<file path="src/rtl/mem_wb_multi_pkg.sv">
// Shared constants and types for the multi-issue MEM/WB pipeline register.
// These constants replace the legacy define macros used in the older single-issue register.
package mem_wb_multi_pkg;

    localparam logic        RST_ENABLE      = 1'b1;
    localparam logic        STOP            = 1'b1;
    localparam logic        NO_STOP         = 1'b0;
    localparam logic        WRITE_ENABLE    = 1'b1;
    localparam logic        WRITE_DISABLE   = 1'b0;
    localparam logic [4:0]  NOP_REG_ADDR    = 5'b00000;
    localparam logic [31:0] ZERO_WORD       = 32'h0000_0000;
    localparam int          MEMWB_MAX_LANES = 4;

    // Reset is not listed here because it is applied directly in the register block.
    typedef enum logic [1:0] {
        MODE_FLUSH,
        MODE_BUBBLE,
        MODE_ADVANCE,
        MODE_HOLD
    } mode_e;

endpackage

</file>
<file path="src/rtl/mem_wb_multi_if.sv">
// Bundles the MEM-side inputs and the WB-side registered outputs of mem_wb_multi.
// The master modport is the MEM stage. The slave modport is the pipeline register.
interface mem_wb_multi_if #(
    parameter int LANES      = 2,
    parameter int DATA_W     = 32,
    parameter int ADDR_W     = 5,
    parameter int CP0_ADDR_W = 5,
    parameter int CNT_W      = 2,
    parameter int STALL_W    = 6,
    parameter int RET_W      = 32
) ();
    logic [STALL_W-1:0]      stall;
    logic                    flush;
    logic [LANES-1:0]        mem_valid;
    logic [LANES*ADDR_W-1:0] mem_wd;
    logic [LANES-1:0]        mem_wreg;
    logic [LANES*DATA_W-1:0] mem_wdata;
    logic                    mem_whilo;
    logic [DATA_W-1:0]       mem_hi;
    logic [DATA_W-1:0]       mem_lo;
    logic                    mem_llbit_we;
    logic                    mem_llbit_value;
    logic                    mem_cp0_reg_we;
    logic [CP0_ADDR_W-1:0]   mem_cp0_reg_write_addr;
    logic [DATA_W-1:0]       mem_cp0_reg_data;
    logic [CNT_W-1:0]        cnt_i;

    logic [LANES-1:0]        wb_valid;
    logic [LANES*ADDR_W-1:0] wb_wd;
    logic [LANES-1:0]        wb_wreg;
    logic [LANES*DATA_W-1:0] wb_wdata;
    logic                    wb_whilo;
    logic [DATA_W-1:0]       wb_hi;
    logic [DATA_W-1:0]       wb_lo;
    logic                    wb_llbit_we;
    logic                    wb_llbit_value;
    logic                    wb_cp0_reg_we;
    logic [CP0_ADDR_W-1:0]   wb_cp0_reg_write_addr;
    logic [DATA_W-1:0]       wb_cp0_reg_data;
    logic [CNT_W-1:0]        cnt_o;
    logic [RET_W-1:0]        retired_cnt;

    modport master (
        output stall, flush, mem_valid, mem_wd, mem_wreg, mem_wdata, mem_whilo,
               mem_hi, mem_lo, mem_llbit_we, mem_llbit_value, mem_cp0_reg_we,
               mem_cp0_reg_write_addr, mem_cp0_reg_data, cnt_i,
        input  wb_valid, wb_wd, wb_wreg, wb_wdata, wb_whilo, wb_hi, wb_lo,
               wb_llbit_we, wb_llbit_value, wb_cp0_reg_we, wb_cp0_reg_write_addr,
               wb_cp0_reg_data, cnt_o, retired_cnt
    );

    modport slave (
        input  stall, flush, mem_valid, mem_wd, mem_wreg, mem_wdata, mem_whilo,
               mem_hi, mem_lo, mem_llbit_we, mem_llbit_value, mem_cp0_reg_we,
               mem_cp0_reg_write_addr, mem_cp0_reg_data, cnt_i,
        output wb_valid, wb_wd, wb_wreg, wb_wdata, wb_whilo, wb_hi, wb_lo,
               wb_llbit_we, wb_llbit_value, wb_cp0_reg_we, wb_cp0_reg_write_addr,
               wb_cp0_reg_data, cnt_o, retired_cnt
    );
endinterface

</file>
<file path="src/rtl/mem_wb_multi_wb_lane_filter.sv">
// Combinational per-lane GPR write-enable filter.
// A lane is cleared if it is invalid, if it targets $zero, or if a younger lane writes the same register.
module wb_lane_filter
    import mem_wb_multi_pkg::*;
#(
    parameter int LANES  = 2,
    parameter int ADDR_W = 5
) (
    input  logic [LANES-1:0]        valid_i,
    input  logic [LANES-1:0]        wreg_i,
    input  logic [LANES*ADDR_W-1:0] wd_i,
    output logic [LANES-1:0]        we_o
);
    logic [LANES-1:0] raw_we;

    always_comb begin
        raw_we = '0;
        we_o   = '0;
        for (int i = 0; i < LANES; i++) begin
            raw_we[i] = valid_i[i] && (wreg_i[i] == WRITE_ENABLE) &&
                        (wd_i[i*ADDR_W +: ADDR_W] != ADDR_W'(NOP_REG_ADDR));
        end
        // The youngest writer of a register wins. Older writers to the same register are masked.
        for (int i = 0; i < LANES; i++) begin
            we_o[i] = raw_we[i];
            for (int j = i + 1; j < LANES; j++) begin
                if (raw_we[j] && (wd_i[j*ADDR_W +: ADDR_W] == wd_i[i*ADDR_W +: ADDR_W])) begin
                    we_o[i] = 1'b0;
                end
            end
        end
    end

endmodule

</file>
<file path="src/rtl/mem_wb_multi.sv">
// MEM->WB pipeline register for the multi-issue core. It has LANES GPR writeback lanes, HI/LO, LL-bit and CP0 ports.
// It also handles the stall bubble, flush, the multi-cycle counter passthrough, and a retired-instruction count.
module mem_wb_multi
    import mem_wb_multi_pkg::*;
#(
    parameter int LANES      = 2,
    parameter int DATA_W     = 32,
    parameter int ADDR_W     = 5,
    parameter int CP0_ADDR_W = 5,
    parameter int CNT_W      = 2,
    parameter int STALL_W    = 6,
    parameter int STAGE      = 4,
    parameter int RET_W      = 32
) (
    input logic           clk,
    input logic           rst,
    mem_wb_multi_if.slave bus
);
    if (LANES < 1 || LANES > MEMWB_MAX_LANES) begin : g_lanes_check
        $error("mem_wb_multi: LANES out of range");
    end

    function automatic logic [RET_W-1:0] popcount(input logic [LANES-1:0] v);
        logic [RET_W-1:0] sum;
        sum = '0;
        for (int i = 0; i < LANES; i++) begin
            sum = sum + RET_W'(v[i]);
        end
        return sum;
    endfunction

    logic [LANES-1:0]        we_filt;
    logic                    down_stall;
    logic                    unused_stall_bits;
    mode_e                   mode;

    logic [LANES-1:0]        valid_q, valid_d;
    logic [LANES*ADDR_W-1:0] wd_q, wd_d;
    logic [LANES-1:0]        wreg_q, wreg_d;
    logic [LANES*DATA_W-1:0] wdata_q, wdata_d;
    logic                    whilo_q, whilo_d;
    logic [DATA_W-1:0]       hi_q, hi_d;
    logic [DATA_W-1:0]       lo_q, lo_d;
    logic                    llbit_we_q, llbit_we_d;
    logic                    llbit_value_q, llbit_value_d;
    logic                    cp0_we_q, cp0_we_d;
    logic [CP0_ADDR_W-1:0]   cp0_addr_q, cp0_addr_d;
    logic [DATA_W-1:0]       cp0_data_q, cp0_data_d;
    logic [CNT_W-1:0]        cnt_q, cnt_d;
    logic [RET_W-1:0]        ret_q, ret_d;

    wb_lane_filter #(
        .LANES (LANES),
        .ADDR_W(ADDR_W)
    ) u_lane_filter (
        .valid_i(bus.mem_valid),
        .wreg_i (bus.mem_wreg),
        .wd_i   (bus.mem_wd),
        .we_o   (we_filt)
    );

    // If there is no downstream stage in the stall vector, treat it as never stalled.
    if (STAGE + 1 < STALL_W) begin : g_down
        assign down_stall = bus.stall[STAGE+1];
    end else begin : g_no_down
        assign down_stall = NO_STOP;
    end

    assign unused_stall_bits = ^bus.stall;

    always_comb begin
        if (bus.flush) begin
            mode = MODE_FLUSH;
        end else if (bus.stall[STAGE] == NO_STOP) begin
            mode = MODE_ADVANCE;
        end else if (down_stall == STOP) begin
            mode = MODE_HOLD;
        end else begin
            mode = MODE_BUBBLE;
        end
    end

    always_comb begin
        valid_d       = valid_q;
        wd_d          = wd_q;
        wreg_d        = wreg_q;
        wdata_d       = wdata_q;
        whilo_d       = whilo_q;
        hi_d          = hi_q;
        lo_d          = lo_q;
        llbit_we_d    = llbit_we_q;
        llbit_value_d = llbit_value_q;
        cp0_we_d      = cp0_we_q;
        cp0_addr_d    = cp0_addr_q;
        cp0_data_d    = cp0_data_q;
        cnt_d         = cnt_q;
        ret_d         = ret_q;
        case (mode)
            MODE_FLUSH, MODE_BUBBLE: begin
                valid_d       = '0;
                wd_d          = '0;
                wreg_d        = {LANES{WRITE_DISABLE}};
                wdata_d       = '0;
                whilo_d       = WRITE_DISABLE;
                hi_d          = DATA_W'(ZERO_WORD);
                lo_d          = DATA_W'(ZERO_WORD);
                llbit_we_d    = WRITE_DISABLE;
                llbit_value_d = 1'b0;
                cp0_we_d      = WRITE_DISABLE;
                cp0_addr_d    = '0;
                cp0_data_d    = DATA_W'(ZERO_WORD);
                // A bubble keeps tracking the multi-cycle counter, but a flush abandons it.
                cnt_d         = (mode == MODE_BUBBLE) ? bus.cnt_i : '0;
            end
            MODE_ADVANCE: begin
                valid_d       = bus.mem_valid;
                wd_d          = bus.mem_wd;
                wreg_d        = we_filt;
                wdata_d       = bus.mem_wdata;
                whilo_d       = bus.mem_whilo;
                hi_d          = bus.mem_hi;
                lo_d          = bus.mem_lo;
                llbit_we_d    = bus.mem_llbit_we;
                llbit_value_d = bus.mem_llbit_value;
                cp0_we_d      = bus.mem_cp0_reg_we;
                cp0_addr_d    = bus.mem_cp0_reg_write_addr;
                cp0_data_d    = bus.mem_cp0_reg_data;
                cnt_d         = '0;
                ret_d         = ret_q + popcount(bus.mem_valid);
            end
            default: begin
                cnt_d = bus.cnt_i;
            end
        endcase
    end

    always_ff @(posedge clk) begin
        if (rst == RST_ENABLE) begin
            valid_q       <= '0;
            wd_q          <= '0;
            wreg_q        <= '0;
            wdata_q       <= '0;
            whilo_q       <= 1'b0;
            hi_q          <= '0;
            lo_q          <= '0;
            llbit_we_q    <= 1'b0;
            llbit_value_q <= 1'b0;
            cp0_we_q      <= 1'b0;
            cp0_addr_q    <= '0;
            cp0_data_q    <= '0;
            cnt_q         <= '0;
            ret_q         <= '0;
        end else begin
            valid_q       <= valid_d;
            wd_q          <= wd_d;
            wreg_q        <= wreg_d;
            wdata_q       <= wdata_d;
            whilo_q       <= whilo_d;
            hi_q          <= hi_d;
            lo_q          <= lo_d;
            llbit_we_q    <= llbit_we_d;
            llbit_value_q <= llbit_value_d;
            cp0_we_q      <= cp0_we_d;
            cp0_addr_q    <= cp0_addr_d;
            cp0_data_q    <= cp0_data_d;
            cnt_q         <= cnt_d;
            ret_q         <= ret_d;
        end
    end

    assign bus.wb_valid              = valid_q;
    assign bus.wb_wd                 = wd_q;
    assign bus.wb_wreg               = wreg_q;
    assign bus.wb_wdata              = wdata_q;
    assign bus.wb_whilo              = whilo_q;
    assign bus.wb_hi                 = hi_q;
    assign bus.wb_lo                 = lo_q;
    assign bus.wb_llbit_we           = llbit_we_q;
    assign bus.wb_llbit_value        = llbit_value_q;
    assign bus.wb_cp0_reg_we         = cp0_we_q;
    assign bus.wb_cp0_reg_write_addr = cp0_addr_q;
    assign bus.wb_cp0_reg_data       = cp0_data_q;
    assign bus.cnt_o                 = cnt_q;
    assign bus.retired_cnt           = ret_q;

endmodule

</file>
<file path="src/flat_wrapper.sv">
// flat-port wrapper written by rule: the top's interface ports become plain ports
module mem_wb_multi_flat import mem_wb_multi_pkg::*;
#(
    parameter int LANES      = 2,
    parameter int DATA_W     = 32,
    parameter int ADDR_W     = 5,
    parameter int CP0_ADDR_W = 5,
    parameter int CNT_W      = 2,
    parameter int STALL_W    = 6,
    parameter int STAGE      = 4,
    parameter int RET_W      = 32
)
  (clk, rst, bus_stall, bus_flush, bus_mem_valid, bus_mem_wd, bus_mem_wreg, bus_mem_wdata, bus_mem_whilo, bus_mem_hi, bus_mem_lo, bus_mem_llbit_we, bus_mem_llbit_value, bus_mem_cp0_reg_we, bus_mem_cp0_reg_write_addr, bus_mem_cp0_reg_data, bus_cnt_i, bus_wb_valid, bus_wb_wd, bus_wb_wreg, bus_wb_wdata, bus_wb_whilo, bus_wb_hi, bus_wb_lo, bus_wb_llbit_we, bus_wb_llbit_value, bus_wb_cp0_reg_we, bus_wb_cp0_reg_write_addr, bus_wb_cp0_reg_data, bus_cnt_o, bus_retired_cnt);
  mem_wb_multi_if #(.LANES(LANES), .DATA_W(DATA_W), .ADDR_W(ADDR_W), .CP0_ADDR_W(CP0_ADDR_W), .CNT_W(CNT_W), .STALL_W(STALL_W), .RET_W(RET_W)) bus_i ();
  input logic clk;
  input logic rst;
  input wire logic [$bits(bus_i.stall)-1:0] bus_stall;
  input wire logic [$bits(bus_i.flush)-1:0] bus_flush;
  input wire logic [$bits(bus_i.mem_valid)-1:0] bus_mem_valid;
  input wire logic [$bits(bus_i.mem_wd)-1:0] bus_mem_wd;
  input wire logic [$bits(bus_i.mem_wreg)-1:0] bus_mem_wreg;
  input wire logic [$bits(bus_i.mem_wdata)-1:0] bus_mem_wdata;
  input wire logic [$bits(bus_i.mem_whilo)-1:0] bus_mem_whilo;
  input wire logic [$bits(bus_i.mem_hi)-1:0] bus_mem_hi;
  input wire logic [$bits(bus_i.mem_lo)-1:0] bus_mem_lo;
  input wire logic [$bits(bus_i.mem_llbit_we)-1:0] bus_mem_llbit_we;
  input wire logic [$bits(bus_i.mem_llbit_value)-1:0] bus_mem_llbit_value;
  input wire logic [$bits(bus_i.mem_cp0_reg_we)-1:0] bus_mem_cp0_reg_we;
  input wire logic [$bits(bus_i.mem_cp0_reg_write_addr)-1:0] bus_mem_cp0_reg_write_addr;
  input wire logic [$bits(bus_i.mem_cp0_reg_data)-1:0] bus_mem_cp0_reg_data;
  input wire logic [$bits(bus_i.cnt_i)-1:0] bus_cnt_i;
  output wire logic [$bits(bus_i.wb_valid)-1:0] bus_wb_valid;
  output wire logic [$bits(bus_i.wb_wd)-1:0] bus_wb_wd;
  output wire logic [$bits(bus_i.wb_wreg)-1:0] bus_wb_wreg;
  output wire logic [$bits(bus_i.wb_wdata)-1:0] bus_wb_wdata;
  output wire logic [$bits(bus_i.wb_whilo)-1:0] bus_wb_whilo;
  output wire logic [$bits(bus_i.wb_hi)-1:0] bus_wb_hi;
  output wire logic [$bits(bus_i.wb_lo)-1:0] bus_wb_lo;
  output wire logic [$bits(bus_i.wb_llbit_we)-1:0] bus_wb_llbit_we;
  output wire logic [$bits(bus_i.wb_llbit_value)-1:0] bus_wb_llbit_value;
  output wire logic [$bits(bus_i.wb_cp0_reg_we)-1:0] bus_wb_cp0_reg_we;
  output wire logic [$bits(bus_i.wb_cp0_reg_write_addr)-1:0] bus_wb_cp0_reg_write_addr;
  output wire logic [$bits(bus_i.wb_cp0_reg_data)-1:0] bus_wb_cp0_reg_data;
  output wire logic [$bits(bus_i.cnt_o)-1:0] bus_cnt_o;
  output wire logic [$bits(bus_i.retired_cnt)-1:0] bus_retired_cnt;
  assign bus_i.stall = bus_stall;
  assign bus_i.flush = bus_flush;
  assign bus_i.mem_valid = bus_mem_valid;
  assign bus_i.mem_wd = bus_mem_wd;
  assign bus_i.mem_wreg = bus_mem_wreg;
  assign bus_i.mem_wdata = bus_mem_wdata;
  assign bus_i.mem_whilo = bus_mem_whilo;
  assign bus_i.mem_hi = bus_mem_hi;
  assign bus_i.mem_lo = bus_mem_lo;
  assign bus_i.mem_llbit_we = bus_mem_llbit_we;
  assign bus_i.mem_llbit_value = bus_mem_llbit_value;
  assign bus_i.mem_cp0_reg_we = bus_mem_cp0_reg_we;
  assign bus_i.mem_cp0_reg_write_addr = bus_mem_cp0_reg_write_addr;
  assign bus_i.mem_cp0_reg_data = bus_mem_cp0_reg_data;
  assign bus_i.cnt_i = bus_cnt_i;
  assign bus_wb_valid = bus_i.wb_valid;
  assign bus_wb_wd = bus_i.wb_wd;
  assign bus_wb_wreg = bus_i.wb_wreg;
  assign bus_wb_wdata = bus_i.wb_wdata;
  assign bus_wb_whilo = bus_i.wb_whilo;
  assign bus_wb_hi = bus_i.wb_hi;
  assign bus_wb_lo = bus_i.wb_lo;
  assign bus_wb_llbit_we = bus_i.wb_llbit_we;
  assign bus_wb_llbit_value = bus_i.wb_llbit_value;
  assign bus_wb_cp0_reg_we = bus_i.wb_cp0_reg_we;
  assign bus_wb_cp0_reg_write_addr = bus_i.wb_cp0_reg_write_addr;
  assign bus_wb_cp0_reg_data = bus_i.wb_cp0_reg_data;
  assign bus_cnt_o = bus_i.cnt_o;
  assign bus_retired_cnt = bus_i.retired_cnt;
  mem_wb_multi #(.LANES(LANES), .DATA_W(DATA_W), .ADDR_W(ADDR_W), .CP0_ADDR_W(CP0_ADDR_W), .CNT_W(CNT_W), .STALL_W(STALL_W), .STAGE(STAGE), .RET_W(RET_W)) u_core (.clk(clk), .rst(rst), .bus(bus_i));
endmodule
</file>
<file path="config.mk">
export PLATFORM = sky130hd
export DESIGN_NAME = mem_wb_multi_flat
export DESIGN_NICKNAME = d
export VERILOG_FILES = /design/src/rtl/mem_wb_multi_pkg.sv /design/src/rtl/mem_wb_multi_if.sv /design/src/rtl/mem_wb_multi_wb_lane_filter.sv /design/src/rtl/mem_wb_multi.sv /design/src/flat_wrapper.sv
export SDC_FILE = /design/constraint.sdc
export NUM_CORES = 1
export LEC_CHECK = 0
export ABC_AREA = 1
export CORE_AREA = 5 5 172 174
export CTS_CLUSTER_SIZE = 14
export DETAILED_ROUTE_END_ITERATION = 8
export DIE_AREA = 0 0 177 179
export PLACE_DENSITY = 0.74
export SYNTH_ARGS = -nofsm -noshare
export SYNTH_HDL_FRONTEND = slang
export SYNTH_SLANG_ARGS = --single-unit
</file>
<file path="constraint.sdc">
create_clock -name clk -period 2.4 [get_ports clk]
set_input_delay 0.48 -clock clk [delete_from_list [all_inputs] [get_ports clk]]
set_output_delay 0.48 -clock clk [all_outputs]
set_load 0.005 [all_outputs]
</file>
==> results_dict.tcl, run 1 <==
set metrics [dict create \
    die_y_um 179 \
    io_buffers 406 \
    ys_types 33 \
    grt_pass1_wl_um 44800 \
    groute.usage.overall_pct 17.4 \
    root_buffer "clkbuf_16" \
    cts_buffer_depth 3 \
    postSynthCellCount 1106 \
    hold_viol 0 \
    initial_core_util_pct 29.9 \
    rsz0062_at_grt "no" \
    yosysSeqAreaShare_pct 52.7 \
    post_drt_wl_per_cell_um 15.8 \
    cts_resized 0 \
    crit_slowest_cell "clkdlybuf4s50_1" \
    worstHoldPathType "reg2reg" \
    worst_setup_path_start_kind "input port" \
    hold_end "u_core.bus.wb_cp0_reg_data[26]$_SDFFE_PP0P_" \
    grt_max_degree 143 \
    slowest_delay_ns 0.43 \
    area_growth_pct 65.5 \
    clk_pin_slew_ns 0.06 \
    period_minus_slack_ns 2.30 \
    wl_um 30000 \
    fmax_mhz 434 \
    final_cells 1893 \
    final_nets 1696 \
    critPathRequiredTime_ns 2.80 \
    synth-edff-count 0 \
    rr_startpoint "u_core.bus.retired_cnt[0]$_SDFFE_PP0N_" \
    syn_avg_cell_area_sq_um 7.46 \
    cts_tree "done" \
    die_w_um 177 \
    synth_seq_cells 217 \
    netlist_area_sq_mm 0.00825 \
    seqCellArea_sq_mm 0.00434 \
    cts_sinks 217 \
    status "finished clean" \
    r2r-end "u_core.bus.retired_cnt[26]$_SDFFE_PP0N_" \
    crit_family "adder cells" \
    antenna_found_initial 0 \
    multi_input_area_sq_mm 0.00343 \
    gp_congestion 0.889 \
    cap_violations 0 \
    fin_crit_sh_pct 96.0 \
    holdPathStages 2 \
    drtIter0Drc 528 \
    layout_commonest_cell "nand2_1" \
    place_inst 1849 \
    setup_viol 0 \
    crit_fanout 4 \
    final.setup_skew_ns 0.00682 \
    postRouteAntennaNets 0 \
    async_flop_share_pct 0 \
    vdd.ir_drop.worst_v 0.000515 \
    cts_buffers 25 \
    dr.pass1.iters 4 \
    min_from "u_core.bus.wb_cp0_reg_data[26]$_SDFFE_PP0P_" \
    viasPerCell 4.53 \
    syn-num-nets 1304 \
    postCtsSetupRepairBufs 0 \
    htree_num_levels 1 \
    timing.hold.ws_ns 0.457 \
    final_cell_mix "nand2_1 (446), clkdlybuf4s50_1 (405), dfxtp_1 (217)" \
    r2r_cells 11 \
    worst-slew-pin-transition_ns 0.693 \
    critPathKind "in2reg" \
    nFillCells 2624 \
    crit_buf_inv 3 \
    crit_start "bus_mem_valid[0]" \
    crit_chain "clkdlybuf4s50_1, ha_1, ha_1, inv_1, fa_1, inv_1, nand2_4, nor2_4, nand3_2, nor2_2, nand2_1, o21ai_1, nor2_1" \
    final_util_pct 49.4 \
    antennaDiodeCount 0 \
    end_kind "flip-flop" \
    drc 0 \
    coreArea_sq_mm 0.0276 \
    vias 8574 \
    clk_latency_ns 0.51 \
    grt_pass1_vias 8378 \
    power.total_w 0.00857 \
    slew_headroom_pct 53.8 \
    power_density_mw_per_mm2 628 \
    cts_hold_buf 0 \
    drive_gt1_share_pct 5.74 \
    grt.overflow.total 0 \
    num_io_pins 411 \
    row_count 61 \
    worstPathArrival_ns 2.70 \
    drv_slew 0 \
    synth_ff_type "dfxtp_1" \
    rrSetupSlack_ns 0.40 \
    die-area_sq_mm 0.0317 \
    dp_hpwl_um 21700 \
    power.leakage_nw 4.86 \
    synth-warning-count 0 \
]
## cell families after synthesis
family                     Yosys count  synth area share [%]
AOI/OAI and AO/OA                  216                  13.2
DFF                                217                  52.7
xor gates and xnor gates             7                 0.743
buffers and inverters              113                  5.76
adders and majority gates            4                 0.698
and+or+nand+nor                    549                  26.9
## worst reg2reg max path: stages (launching register included)
cell	delay, ns
dfxtp_1	0.36
ha_1	0.20
inv_1	0.06
fa_1	0.36
inv_1	0.19
nand2_4	0.08
nor2_4	0.09
nand3_2	0.11
nor2_2	0.17
nand2_1	0.09
o21ai_1	0.13
nor2_1	0.05
## cell type report
class / count / share of cell area (%)
Clock buffer: 37 / 5.43
Clock inverter: 7 / 0.843
Inverter: 48 / 1.34
Multi-Input combinational cell: 776 / 25.2
Sequential cell: 217 / 31.8
Tap cell: 378 / 3.47
Timing Repair Buffer: 430 / 31.9
## cell usage after synthesis (5+ instances only)
library cell | instances | area, sq um
nor2_1 | 51 | 191
clkbuf_1 | 27 | 101
a21oi_1 | 198 | 991
nand2_2 | 5 | 31.3
buf_2 | 35 | 175
inv_1 | 47 | 176
o21ai_0 | 13 | 65.1
nor2_2 | 6 | 37.5
xor2_1 | 6 | 52.6
dfxtp_1 | 217 | 4340
nand2_1 | 446 | 1670
nand3_1 | 15 | 75.1
nand4_1 | 9 | 56.3
## flip-flops by register name (all words and copies together) (netlist names)
signal                            cells
u_core.bus.cnt_o                      2
u_core.bus.retired_cnt               32
u_core.bus.wb_cp0_reg_data           32
u_core.bus.wb_cp0_reg_we              1
u_core.bus.wb_cp0_reg_write_addr      5
u_core.bus.wb_hi                     32
u_core.bus.wb_llbit_value             1
u_core.bus.wb_llbit_we                1
u_core.bus.wb_lo                     32
u_core.bus.wb_valid                   2
u_core.bus.wb_wd                     10
u_core.bus.wb_wdata                  64
u_core.bus.wb_whilo                   1
u_core.bus.wb_wreg                    2
## where the power goes
part | total, W | switching [W] | internal (W)
sequential | 0.00375 | 0.0000484 | 0.00370
clock | 0.00395 | 0.00151 | 0.00244
combinational | 0.000876 | 0.000352 | 0.000524
## layer usage
metal	wire, um	track usage, %
met4	647	4.45
met5	0	0
met3	2710	5.19
met1	11700	20.3
met2	14900	31.2
## metrics by stage
step	setup TNS (ns)	worst slack (ns)	instance area, sq um
3_5_place_dp	-4.49	-0.405	12800
3_3_place_gp	-3.26	-0.348	12800
4_1_cts	0	0.136	13600
5_1_grt	0	0.00491	13600
6_report	0	0.0960	13600
2_1_floorplan	0	0.223	8250
## how the worst max path moves through the flow
stage | endpoint | depth (start not counted)
after floorplan | u_core.bus.retired_cnt[26]$_SDFFE_PP0N_ | 12
after global placement | u_core.bus.retired_cnt[26]$_SDFFE_PP0N_ | 13
after detailed placement | u_core.bus.retired_cnt[26]$_SDFFE_PP0N_ | 13
after CTS | u_core.bus.retired_cnt[26]$_SDFFE_PP0N_ | 13
after global routing | u_core.bus.retired_cnt[26]$_SDFFE_PP0N_ | 13
final | u_core.bus.retired_cnt[26]$_SDFFE_PP0N_ | 13
No activity file was read; power rests on OpenSTA's default activity.
==> run 2, diff against run 1 <==
--- a/config.mk
+++ b/config.mk
@@ -5,12 +5,11 @@
 export SDC_FILE = /design/constraint.sdc
 export NUM_CORES = 1
 export LEC_CHECK = 0
-export ABC_AREA = 1
-export CORE_AREA = 5 5 172 174
+export CORE_AREA = 5 5 166 168
 export CTS_CLUSTER_SIZE = 14
 export DETAILED_ROUTE_END_ITERATION = 8
-export DIE_AREA = 0 0 177 179
-export PLACE_DENSITY = 0.74
+export DIE_AREA = 0 0 171 173
+export PLACE_DENSITY = 0.76
 export SYNTH_ARGS = -nofsm -noshare
 export SYNTH_HDL_FRONTEND = slang
 export SYNTH_SLANG_ARGS = --single-unit
==> run 2 against run 1 <==
Against the previous run:
- worst setup slack improved by 0.22 ns
- via count fell by 11%
- cell area fell by 4.4%
- clock power fell by 5.3%
- sequential power barely moved
- global-route usage rose by 0.090 points
- critical path type unchanged
- largest power group is now sequential cells
==> results_dict.tcl, run 2 <==
set metrics [dict create \
    status "finished clean" \
    grt_max_degree 86 \
    postRouteAntennaNets 0 \
    initial_core_util_pct 29.8 \
    cts_buffer_depth 3 \
    worst-slew-pin-transition_ns 0.450 \
    power_density_mw_per_mm2 643 \
    hold_viol 0 \
    grt_pass1_wl_um 42300 \
    cap_violations 0 \
    drtIter0Drc 378 \
    setup_viol 0 \
    row_count 59 \
    grt.overflow.total 0 \
    synthMuxAreaShare_pct 0 \
    synth_area_leader_cell "dfxtp_1" \
    clk_pin_slew_ns 0.06 \
    worst_setup_path_start_kind "input port" \
    dr.pass1.iters 5 \
    cts_resized 0 \
    viasPerCell 4.92 \
    synthAdderAreaFrac_pct 0.750 \
    antennaDiodeCount 0 \
    end_kind "flip-flop" \
    critPathKind "in2reg" \
    grt_pass1_vias 7620 \
    synth-edff-count 0 \
    cts_tree "done" \
    slew_headroom_pct 70.0 \
    synthTopCellsByCount "dfxtp_1 (217), nor2_1 (213), a22oi_1 (181)" \
    power.leakage_nw 4.66 \
    vias 7612 \
    synth_most_common_cell "dfxtp_1" \
    layout_commonest_cell "clkdlybuf4s50_1" \
    final_cell_mix "clkdlybuf4s50_1 (403), dfxtp_1 (217), nor2_1 (212)" \
    place_area_sq_mm 0.0122 \
    io_buffers 406 \
    drc 0 \
    period_minus_slack_ns 2.08 \
    async_flop_share_pct 0 \
    cts_buffers 24 \
    fin_tns_setup_ns 0 \
    synthXorXnorAreaFrac_pct 3.65 \
    root_buffer "clkbuf_16" \
    htree_num_levels 1 \
    die_w_um 171 \
    finalInstanceArea_sq_mm 0.0131 \
    fin_crit_sh_pct 86.7 \
    coreArea_sq_mm 0.0258 \
    die_y_um 173 \
    postSynthCellCount 807 \
    ys_top_cells_by_area "dfxtp_1 (57%), a22oi_1 (18%), nor2_1 (10%)" \
    synth-warning-count 0 \
    multi_input_area_sq_mm 0.00308 \
    groute.usage.overall_pct 17.5 \
    syn_avg_cell_area_sq_um 9.51 \
    cts_hold_buf 0 \
    yosysSeqAreaShare_pct 56.6 \
    crit_fanout 2 \
    area_growth_pct 70.1 \
    final.setup_skew_ns 0.00302 \
    gp_congestion 0.783 \
    r2r_cells 8 \
    dp_hpwl_um 20200 \
    largest_reg_flops 64 \
    antenna_found_initial 0 \
    synth_compound_area_share_pct 18.7 \
    synth_top_area_share_pct 56.6 \
    postCtsSetupRepairBufs 0 \
    worstHoldPathType "in2reg" \
    seqCellArea_sq_mm 0.00434 \
    num_io_pins 411 \
    wl_um 27800 \
    synth_ff_type "dfxtp_1" \
    synth_top_family_by_area "compound AO/OA/AOI/OAI gates" \
    netlist_area_sq_mm 0.00767 \
    nFillCells 2297 \
    final_nets 1393 \
    syn-num-nets 1005 \
    die-area_sq_mm 0.0296 \
    clk_latency_ns 0.51 \
    holdPathStages 2 \
    vdd.ir_drop.worst_v 0.000534 \
    drv_slew 0 \
    rsz0062_at_grt "no" \
    post_drt_wl_per_cell_um 18.0 \
    synth_seq_cells 217 \
    ys_types 38 \
    synth-simple-area-share_pct 16.5 \
    drive_gt1_share_pct 6.68 \
    critPathRequiredTime_ns 2.85 \
    fmax_mhz 481 \
    worstPathArrival_ns 2.53 \
    cts_sinks 217 \
]
run 2: changes by cell type in the layout (fill, tap and decap cells not counted), moves of 15 or more:
cell / before / now
a21oi_1: 198 / 5
a22oi_1: 0 / 181
inv_1: 46 / 5
nand2_1: 446 / 15
nor2_1: 51 / 212
xor2_1: 6 / 21
run 2: path summary, 6_finish.rpt:
path	start	end	slack [ns]
worst min register to register	u_core.bus.wb_wreg[1]$_SDFFE_PP0P_	u_core.bus.wb_wreg[1]$_SDFFE_PP0P_	0.46
worst max register to register	u_core.bus.retired_cnt[0]$_SDFFE_PP0N_	u_core.bus.retired_cnt[30]$_SDFFE_PP0N_	0.33
worst max-delay path	bus_mem_valid[1]	u_core.bus.retired_cnt[30]$_SDFFE_PP0N_	0.32
worst min-delay path	rst	u_core.bus.wb_whilo$_SDFFE_PP0P_	0.28
run 2: logic make-up (layout without fill, tap and decap cells):
group / after synthesis / count (layout)
simple gates: 286 / 286
flops: 217 / 217
compound gates: 194 / 194
buf+inv: 74 / 479
xor+xnor: 32 / 32
fa+ha+maj: 4 / 4
run 2: stage by stage:
stage	util, %	setup slack, ns	hold WS, ns	cells	total power, W
2_1_floorplan	-	0.0234	0.448	807	0.00410
3_3_place_gp	47.4	-0.492	0.447	1504	0.00472
3_5_place_dp	47.4	-0.510	0.452	1504	0.00474
4_1_cts	50.5	0.0164	0.250	1547	0.00853
5_1_grt	50.7	0.237	0.267	1547	0.00872
6_report	50.7	0.319	0.283	1547	0.00839
run 2: per-layer routing:
metal,global-route usage [%],up-vias,part of all wire [%]
li1,-,3640,-
met1,20.3,3582,38
met2,29.5,340,48
met3,6.51,50,11
met4,5.74,0,3.6
met5,0,-,0
run 2: where the power goes:
group | switching (W) | total (W) | leakage (nW) | internal, W
Sequential | 0.0000536 | 0.00375 | 1.76 | 0.00370
Clock | 0.00147 | 0.00374 | 0.394 | 0.00227
Combinational | 0.000343 | 0.000903 | 2.51 | 0.000560
run 2: layout make-up:
type                       instances  share of cell area (%)
sequential                       217                    33.3
timing repair buffer             431                    33.6
multi-input combinational        516                    23.6
tap                              335                    3.21
clock buffer                      35                    5.46
inverter                           5                   0.144
clock inverter                     8                   0.729
run 2: worst max-delay path, cell delays in order:
cell and delay (ns):
dlymetal6s2s_1 0.14, ha_1 0.29, ha_2 0.17, inv_1 0.05, fa_2 0.38, buf_4 0.15, nor3_4 0.13, nand3_2 0.10
or4_4 0.50, a21oi_2 0.13
